<file path="config.mk">
export PLATFORM = sky130hd
export DESIGN_NAME = note_scheduler
export DESIGN_NICKNAME = d
export VERILOG_FILES = /design/src/rtl/note_scheduler.sv
export SDC_FILE = /design/constraint.sdc
export NUM_CORES = 1
export LEC_CHECK = 0
export BUFFER_PORTS_ARGS = -buffer_cell sky130_fd_sc_hd__buf_2
export CAP_MARGIN = 20
export CORE_UTILIZATION = 50
export DETAILED_ROUTE_END_ITERATION = 10
export PLACE_DENSITY = 0.74
export SYNTH_ARGS = -nofsm -noshare
export SYNTH_HDL_FRONTEND = slang
export SYNTH_SLANG_ARGS = --single-unit
</file>
<file path="constraint.sdc">
create_clock -name clk -period 4.7 [get_ports clk]
set_clock_uncertainty 0.05 [all_clocks]
set_input_delay 0 -clock clk [delete_from_list [all_inputs] [get_ports clk]]
set_output_delay 0 -clock clk [all_outputs]
set_load 0.005 [all_outputs]
</file>
<file path="src/rtl/note_scheduler.sv">
// Falling-note table for a three-lane playfield: advances, judges and
// spawns notes once per frame during vblank, and answers pixel queries.
module note_scheduler #(
    parameter int SLOTS   = 8,
    parameter int SPEED   = 4,
    parameter int NOTE_H  = 16,
    parameter int HIT_Y   = 380,
    parameter int HIT_WIN = 12,
    parameter int MISS_Y  = 480
) (
    input  logic        clk,
    input  logic        rst,
    input  logic        frame_tick,
    input  logic        note_valid,
    output logic        note_ready,
    input  logic [1:0]  note_lane,
    input  logic [15:0] note_frame,
    input  logic [2:0]  btn,
    input  logic [9:0]  pix_x,
    input  logic [9:0]  pix_y,
    output logic        pix_note,
    output logic        hit_pulse,
    output logic        miss_pulse,
    output logic [15:0] score,
    output logic [7:0]  streak,
    output logic [15:0] frame_cnt
);

    // JUDGE must last at least three cycles so every lane gets a turn
    localparam int JLEN = (SLOTS < 3) ? 3 : SLOTS;
    localparam int IW   = $clog2(JLEN);

    typedef enum logic [1:0] {IDLE, ADVANCE, JUDGE, SPAWN} state_e;

    state_e           state_q, state_d;
    logic [IW-1:0]    idx_q, idx_d;
    logic [SLOTS-1:0] valid_q, valid_d;
    logic [1:0]       lane_q [SLOTS];
    logic [1:0]       lane_d [SLOTS];
    logic [9:0]       y_q [SLOTS];
    logic [9:0]       y_d [SLOTS];
    logic [15:0]      score_q, score_d;
    logic [15:0]      frame_q, frame_d;
    logic [7:0]       streak_q, streak_d;
    logic [2:0]       pend_q, pend_d, snap_q, snap_d, prev_q;
    logic             hit_q, hit_d, miss_q, miss_d, pix_q, pix_d;

    logic [2:0]       rise;
    logic [10:0]      adv_y;
    logic [IW-1:0]    free_idx, hit_idx;
    logic             hit_found, judge_sel, ready, accept;
    int unsigned      nfree;

    function automatic logic in_lane(input logic [1:0] l, input logic [9:0] x);
        case (l)
            2'd0:    in_lane = (x >= 10'd4) && (x <= 10'd211);
            2'd1:    in_lane = (x >= 10'd217) && (x <= 10'd423);
            2'd2:    in_lane = (x >= 10'd428) && (x <= 10'd635);
            default: in_lane = 1'b0;
        endcase
    endfunction

    function automatic logic in_win(input logic [9:0] y);
        logic [10:0] y11;
        y11 = {1'b0, y};
        in_win = (y11 + 11'(HIT_WIN) >= 11'(HIT_Y)) &&
                 (y11 <= 11'(HIT_Y + HIT_WIN));
    endfunction

    function automatic logic in_rows(input logic [9:0] y, input logic [9:0] py);
        in_rows = ({1'b0, py} >= {1'b0, y}) &&
                  ({1'b0, py} < {1'b0, y} + 11'(NOTE_H));
    endfunction

    assign rise      = btn & ~prev_q;
    assign adv_y     = {1'b0, y_q[idx_q]} + 11'(SPEED);
    assign ready     = (state_q == SPAWN) && (nfree != 0) && (frame_q >= note_frame);
    assign accept    = ready && note_valid;
    assign judge_sel = (idx_q < IW'(3)) && |(snap_q & (3'b001 << idx_q[1:0]));

    // Descending scans so the lowest matching index wins
    always_comb begin
        nfree     = 0;
        free_idx  = '0;
        hit_found = 1'b0;
        hit_idx   = '0;
        pix_d     = 1'b0;
        for (int i = SLOTS - 1; i >= 0; i--) begin
            if (!valid_q[i]) begin
                nfree    = nfree + 1;
                free_idx = IW'(i);
            end
            if (valid_q[i] && lane_q[i] == idx_q[1:0] && in_win(y_q[i])) begin
                hit_found = 1'b1;
                hit_idx   = IW'(i);
            end
            if (valid_q[i] && in_lane(lane_q[i], pix_x) && in_rows(y_q[i], pix_y))
                pix_d = 1'b1;
        end
    end

    always_comb begin
        state_d  = state_q;
        idx_d    = idx_q;
        valid_d  = valid_q;
        lane_d   = lane_q;
        y_d      = y_q;
        score_d  = score_q;
        streak_d = streak_q;
        frame_d  = frame_q;
        pend_d   = pend_q | rise;
        snap_d   = snap_q;
        hit_d    = 1'b0;
        miss_d   = 1'b0;
        unique case (state_q)
            IDLE: begin
                if (frame_tick) begin
                    frame_d = frame_q + 16'd1;
                    idx_d   = '0;
                    state_d = ADVANCE;
                end
            end
            ADVANCE: begin
                if (valid_q[idx_q]) begin
                    if (adv_y >= 11'(MISS_Y)) begin
                        valid_d[idx_q] = 1'b0;
                        miss_d         = 1'b1;
                        streak_d       = '0;
                    end else begin
                        y_d[idx_q] = adv_y[9:0];
                    end
                end
                if (idx_q == IW'(SLOTS - 1)) begin
                    idx_d   = '0;
                    snap_d  = pend_q | rise;
                    pend_d  = '0;
                    state_d = JUDGE;
                end else begin
                    idx_d = idx_q + 1'b1;
                end
            end
            JUDGE: begin
                if (judge_sel) begin
                    if (hit_found) begin
                        valid_d[hit_idx] = 1'b0;
                        hit_d            = 1'b1;
                        if (score_q != 16'hFFFF) score_d = score_q + 16'd1;
                        if (streak_q != 8'hFF) streak_d = streak_q + 8'd1;
                    end else begin
                        miss_d   = 1'b1;
                        streak_d = '0;
                    end
                end
                if (idx_q == IW'(JLEN - 1)) state_d = SPAWN;
                else idx_d = idx_q + 1'b1;
            end
            SPAWN: begin
                state_d = IDLE;
                if (accept) begin
                    if (note_lane != 2'd3) begin
                        valid_d[free_idx] = 1'b1;
                        lane_d[free_idx]  = note_lane;
                        y_d[free_idx]     = '0;
                        if (nfree > 1) state_d = SPAWN;
                    end else begin
                        state_d = SPAWN;
                    end
                end
            end
            default: state_d = IDLE;
        endcase
    end

    always_ff @(posedge clk or negedge rst) begin
        if (!rst) begin
            state_q  <= IDLE;
            idx_q    <= '0;
            valid_q  <= '0;
            for (int i = 0; i < SLOTS; i++) begin
                lane_q[i] <= '0;
                y_q[i]    <= '0;
            end
            score_q  <= '0;
            streak_q <= '0;
            frame_q  <= '0;
            pend_q   <= '0;
            snap_q   <= '0;
            prev_q   <= '0;
            hit_q    <= 1'b0;
            miss_q   <= 1'b0;
            pix_q    <= 1'b0;
        end else begin
            state_q  <= state_d;
            idx_q    <= idx_d;
            valid_q  <= valid_d;
            lane_q   <= lane_d;
            y_q      <= y_d;
            score_q  <= score_d;
            streak_q <= streak_d;
            frame_q  <= frame_d;
            pend_q   <= pend_d;
            snap_q   <= snap_d;
            prev_q   <= btn;
            hit_q    <= hit_d;
            miss_q   <= miss_d;
            pix_q    <= pix_d;
        end
    end

    assign note_ready = ready;
    assign pix_note   = pix_q;
    assign hit_pulse  = hit_q;
    assign miss_pulse = miss_q;
    assign score      = score_q;
    assign streak     = streak_q;
    assign frame_cnt  = frame_q;

endmodule

</file>
==> run summary <==
Counting along the longest clock path gives a buffer depth of 2. In the synthesized netlist the dominant register cell turns out to be dfrtp_1. The area growth from synthesis to layout is 17.0%, and the upper clock frequency limit is 195 MHz. The placed cell area was 0.0167 mm². The slew at the pin with the worst max-slew slack was 1290 ps. Setup repair after global routing could not meet its margin everywhere. Across all register-to-register paths, the minimum setup slack is -410 ps. The reported leakage power was 8.20 nW. Setup violations remaining at the end of the flow were counted as 106. Number of vias per cell: 6.56. The smallest clock period supported by the final layout is computed as 5120 ps. In the finished design, the share of the clock period the worst path needs comes to 109%. Synthesis produced a netlist with a net count of 2016. The antenna diode count is 0, and the number of flops mapped to enable cells by yosys is 0. The cell at the root of the clock tree is clkbuf_16. The number of buffers added on ports is 88, and the via count of the first global-routing pass is 14300. Measured against its own limit, the worst slew margin works out to 13.5%. The tools report the count of standard-cell rows as 64.

STA puts the critical path data required time at 4650 ps. TritonCTS built the clock tree. The logs give 26.0% for the sequential-to-total area share from yosys stat and 450 ps for the clock latency of the later-clocked register in the worst-skew pair.

After the last flow step, the layout net total stands at 2141. The flow ran to the end, but the final reports show violations. The die is 178 µm wide. Synthesis produced a netlist whose cell count is 1757.

The run gives 0 as the initial antenna violation count. The die is 178 µm tall. The number of buffers created by CTS is 17. After synthesis, the share of flip-flops with an asynchronous set or reset is 100%. Non-filler instance count after layout: 2291. Share of layout cells above drive strength 1: 18.4%.

Worst slack at placement: -501 ps. The highest-delay cell along the critical path was dfrtp_1. Data arrives at the worst endpoint at 5070 ps.

Counting every sink on the clock net gives 161. Dividing the detail-routed wire length by the instance count gives 23.0 µm. The worst setup path is captured at a primary output. The number of maximum-capacitance constraint violations is 0, and the number of flip-flops and latches in the synthesized netlist is 161. The initial utilization of the core area, before any placement, comes to 50.8%.

Global routing used 33.4% of the available tracks across all layers. The biggest cell delay along the critical path was 410 ps; the count of different cell masters after synthesis was 96. Across all layers, the routed design uses 15000 vias.

Type of the tightest min-delay check: in -> reg. The first-pass GRT wire length was 81000 µm; the first-pass detailed-route iteration total was 6. Count of antenna-violating nets left after detailed routing: 0. Leaving out fill and tap cells, the most frequent cells in the layout are 208 x ha_1, 160 x dfrtp_1, 144 x inv_1, 124 x nand2_1, 95 x nor2_1. The tools report the post-detailed-route DRC marker count as 0.

The element type at the critical path start is a flop. The global placer's final weighted congestion came out at 1.01. The hold path startpoint is note_valid. The die covers 0.0317 mm². The total power per unit cell area works out to 598 mW/mm².

For the cell total after placement, the log shows 2224. After floorplanning, the core was sized to cover 0.0305 mm². After routing the design area is 0.0181 mm². Entering global routing, the biggest net connects 155 pins.

The final design utilization was 59.4%. 89 I/O pins were placed. The aggregate global routing overflow came out at 0.

Detailed placement finished with a half-perimeter wire length of 38200 µm. The cell that appears most often on the critical path is ha_4. Number of cell instances on the worst register-to-register path: 28.

IR analysis of the VDD net gives a maximum drop of 0.493 mV. The final worst slack is -422 ps, and the per-instance average area after synthesis is 8.82 µm². After the first detailed-routing iteration, the DRC count stood at 1802. Wires add up to 52800 µm. The tools report the terminating pin of the worst hold path as state_q[1]. The largest fanout on the critical path was 3; the count of endpoints failing hold in the final timing report was 0. The tools report the worst flop-to-flop path startpoint as valid_q[7]. The class of the most critical setup path is reg -> out. The worst register-to-register path ends at lane_q[13]. The worst hold path passes through 4 cells. The commonest non-fill, non-tap cell in the layout was ha_1. The number of pins with negative max-slew slack in the final report is 0, and the final total negative setup slack is -27260 ps. After clock tree synthesis, the clock-pin slew on the worst setup and hold paths is 80 ps. For this run, the number of Yosys warnings is 0. After synthesis the cells add up to 0.0155 mm². The checks that failed: negative setup slack.

The H-tree depth came out at 4.
==> cells in the mapped netlist, types with 23 or more instances <==
library cell,count,area [µm²]
ha_1,214,2680
nand4_1,25,156
o21ai_0,107,536
nor2_1,100,375
a21o_1,28,210
dfrtp_1,161,4030
xnor2_1,75,657
a32oi_1,23,201
inv_1,147,552
mux2_2,23,259
nor3_1,29,145
a21oi_1,80,400
nand2b_1,36,225
o221ai_1,27,236
nand3_1,80,400
clkbuf_1,46,173
nand2_1,127,477
o21a_1,29,218
==> power breakdown <==
part	switching (mW)	total, mW	internal, mW
clock network	0.739	1.46	0.725
logic	4.24	7.21	2.97
registers	0.548	2.16	1.61
total	5.53	10.8	5.31
==> what timing repair did <==
item / 4_1_cts / 5_1_grt
setup buffers: 14 / 9
hold buffers: 6 / 0
pin swaps: 34 / 47
resized for setup: 42 / 58
cloned: 8 / 2
endpoints found under the setup margin: 106 / 107
hold endpoints to repair: 173 / 0
==> sequential cells by signal, summed over array words and instances, names as in the netlist, 2 cells and up <==
name / cells
idx_q: 3
state_q: 2
pend_q: 3
streak: 8
valid_q: 8
lane_q: 16
prev_q: 3
y_q: 80
frame_cnt: 16
snap_q: 3
score: 16
==> worst max-delay path, delay by kind of cell (launching register included) <==
family	cells	cell delay, ps
flip-flops	1	410
AND/OR/NAND/NOR	10	1060
buffers and inverters	5	510
AO/OA/AOI/OAI	5	960
adder cells (fa/ha/maj)	6	1460
multiplexers	1	220
==> stage by stage <==
step           power, mW  hold WS, ps
2_1_floorplan       6.32         -346
3_3_place_gp        8.12         -251
5_1_grt             11.5         33.3
6_report            10.8         21.1
4_1_cts             10.1         3.84
3_5_place_dp        8.32         -247
==> logic make-up (layout without fill, tap and decap cells) <==
group / after synthesis / count (layout) / synth area share, %
mux: 62 / 62 / 5.40
xor+xnor: 95 / 95 / 5.64
compound gates: 500 / 506 / 23.3
simple gates: 502 / 502 / 16.5
fa+ha+maj: 214 / 214 / 17.3
flops: 161 / 161 / 26.0
buf+inv: 223 / 355 / 5.89
==> layer usage <==
layer	track usage, %	part of all wire [%]
met4	16.0	4.8
met1	44.2	40
met2	51.2	45
met3	7.65	10
met5	0	0
==> how the worst max path moves through the flow <==
| stage | to | slack, ps | startpoint |
|---|---|---|---|
| 3_5_place_dp | y_q[33] | -500 | valid_q[7] |
| 6_report | note_ready | -420 | valid_q[7] |
| 2_1_floorplan | lane_q[4] | -140 | valid_q[7] |
| 5_1_grt | lane_q[13] | -580 | valid_q[7] |
| 4_1_cts | note_ready | -480 | valid_q[7] |
| 3_3_place_gp | y_q[43] | -410 | valid_q[7] |
==> area by class of cell <==
class / count / area, µm²
timing repair buffer: 173 / 1290
clock buffer: 17 / 425
fill: 2609 / 12400
multi-input combinational: 1379 / 11100
inverter: 150 / 563
sequential: 161 / 4030
tap: 396 / 495
clock inverter: 15 / 180
Power figures use the tool's default switching activity.
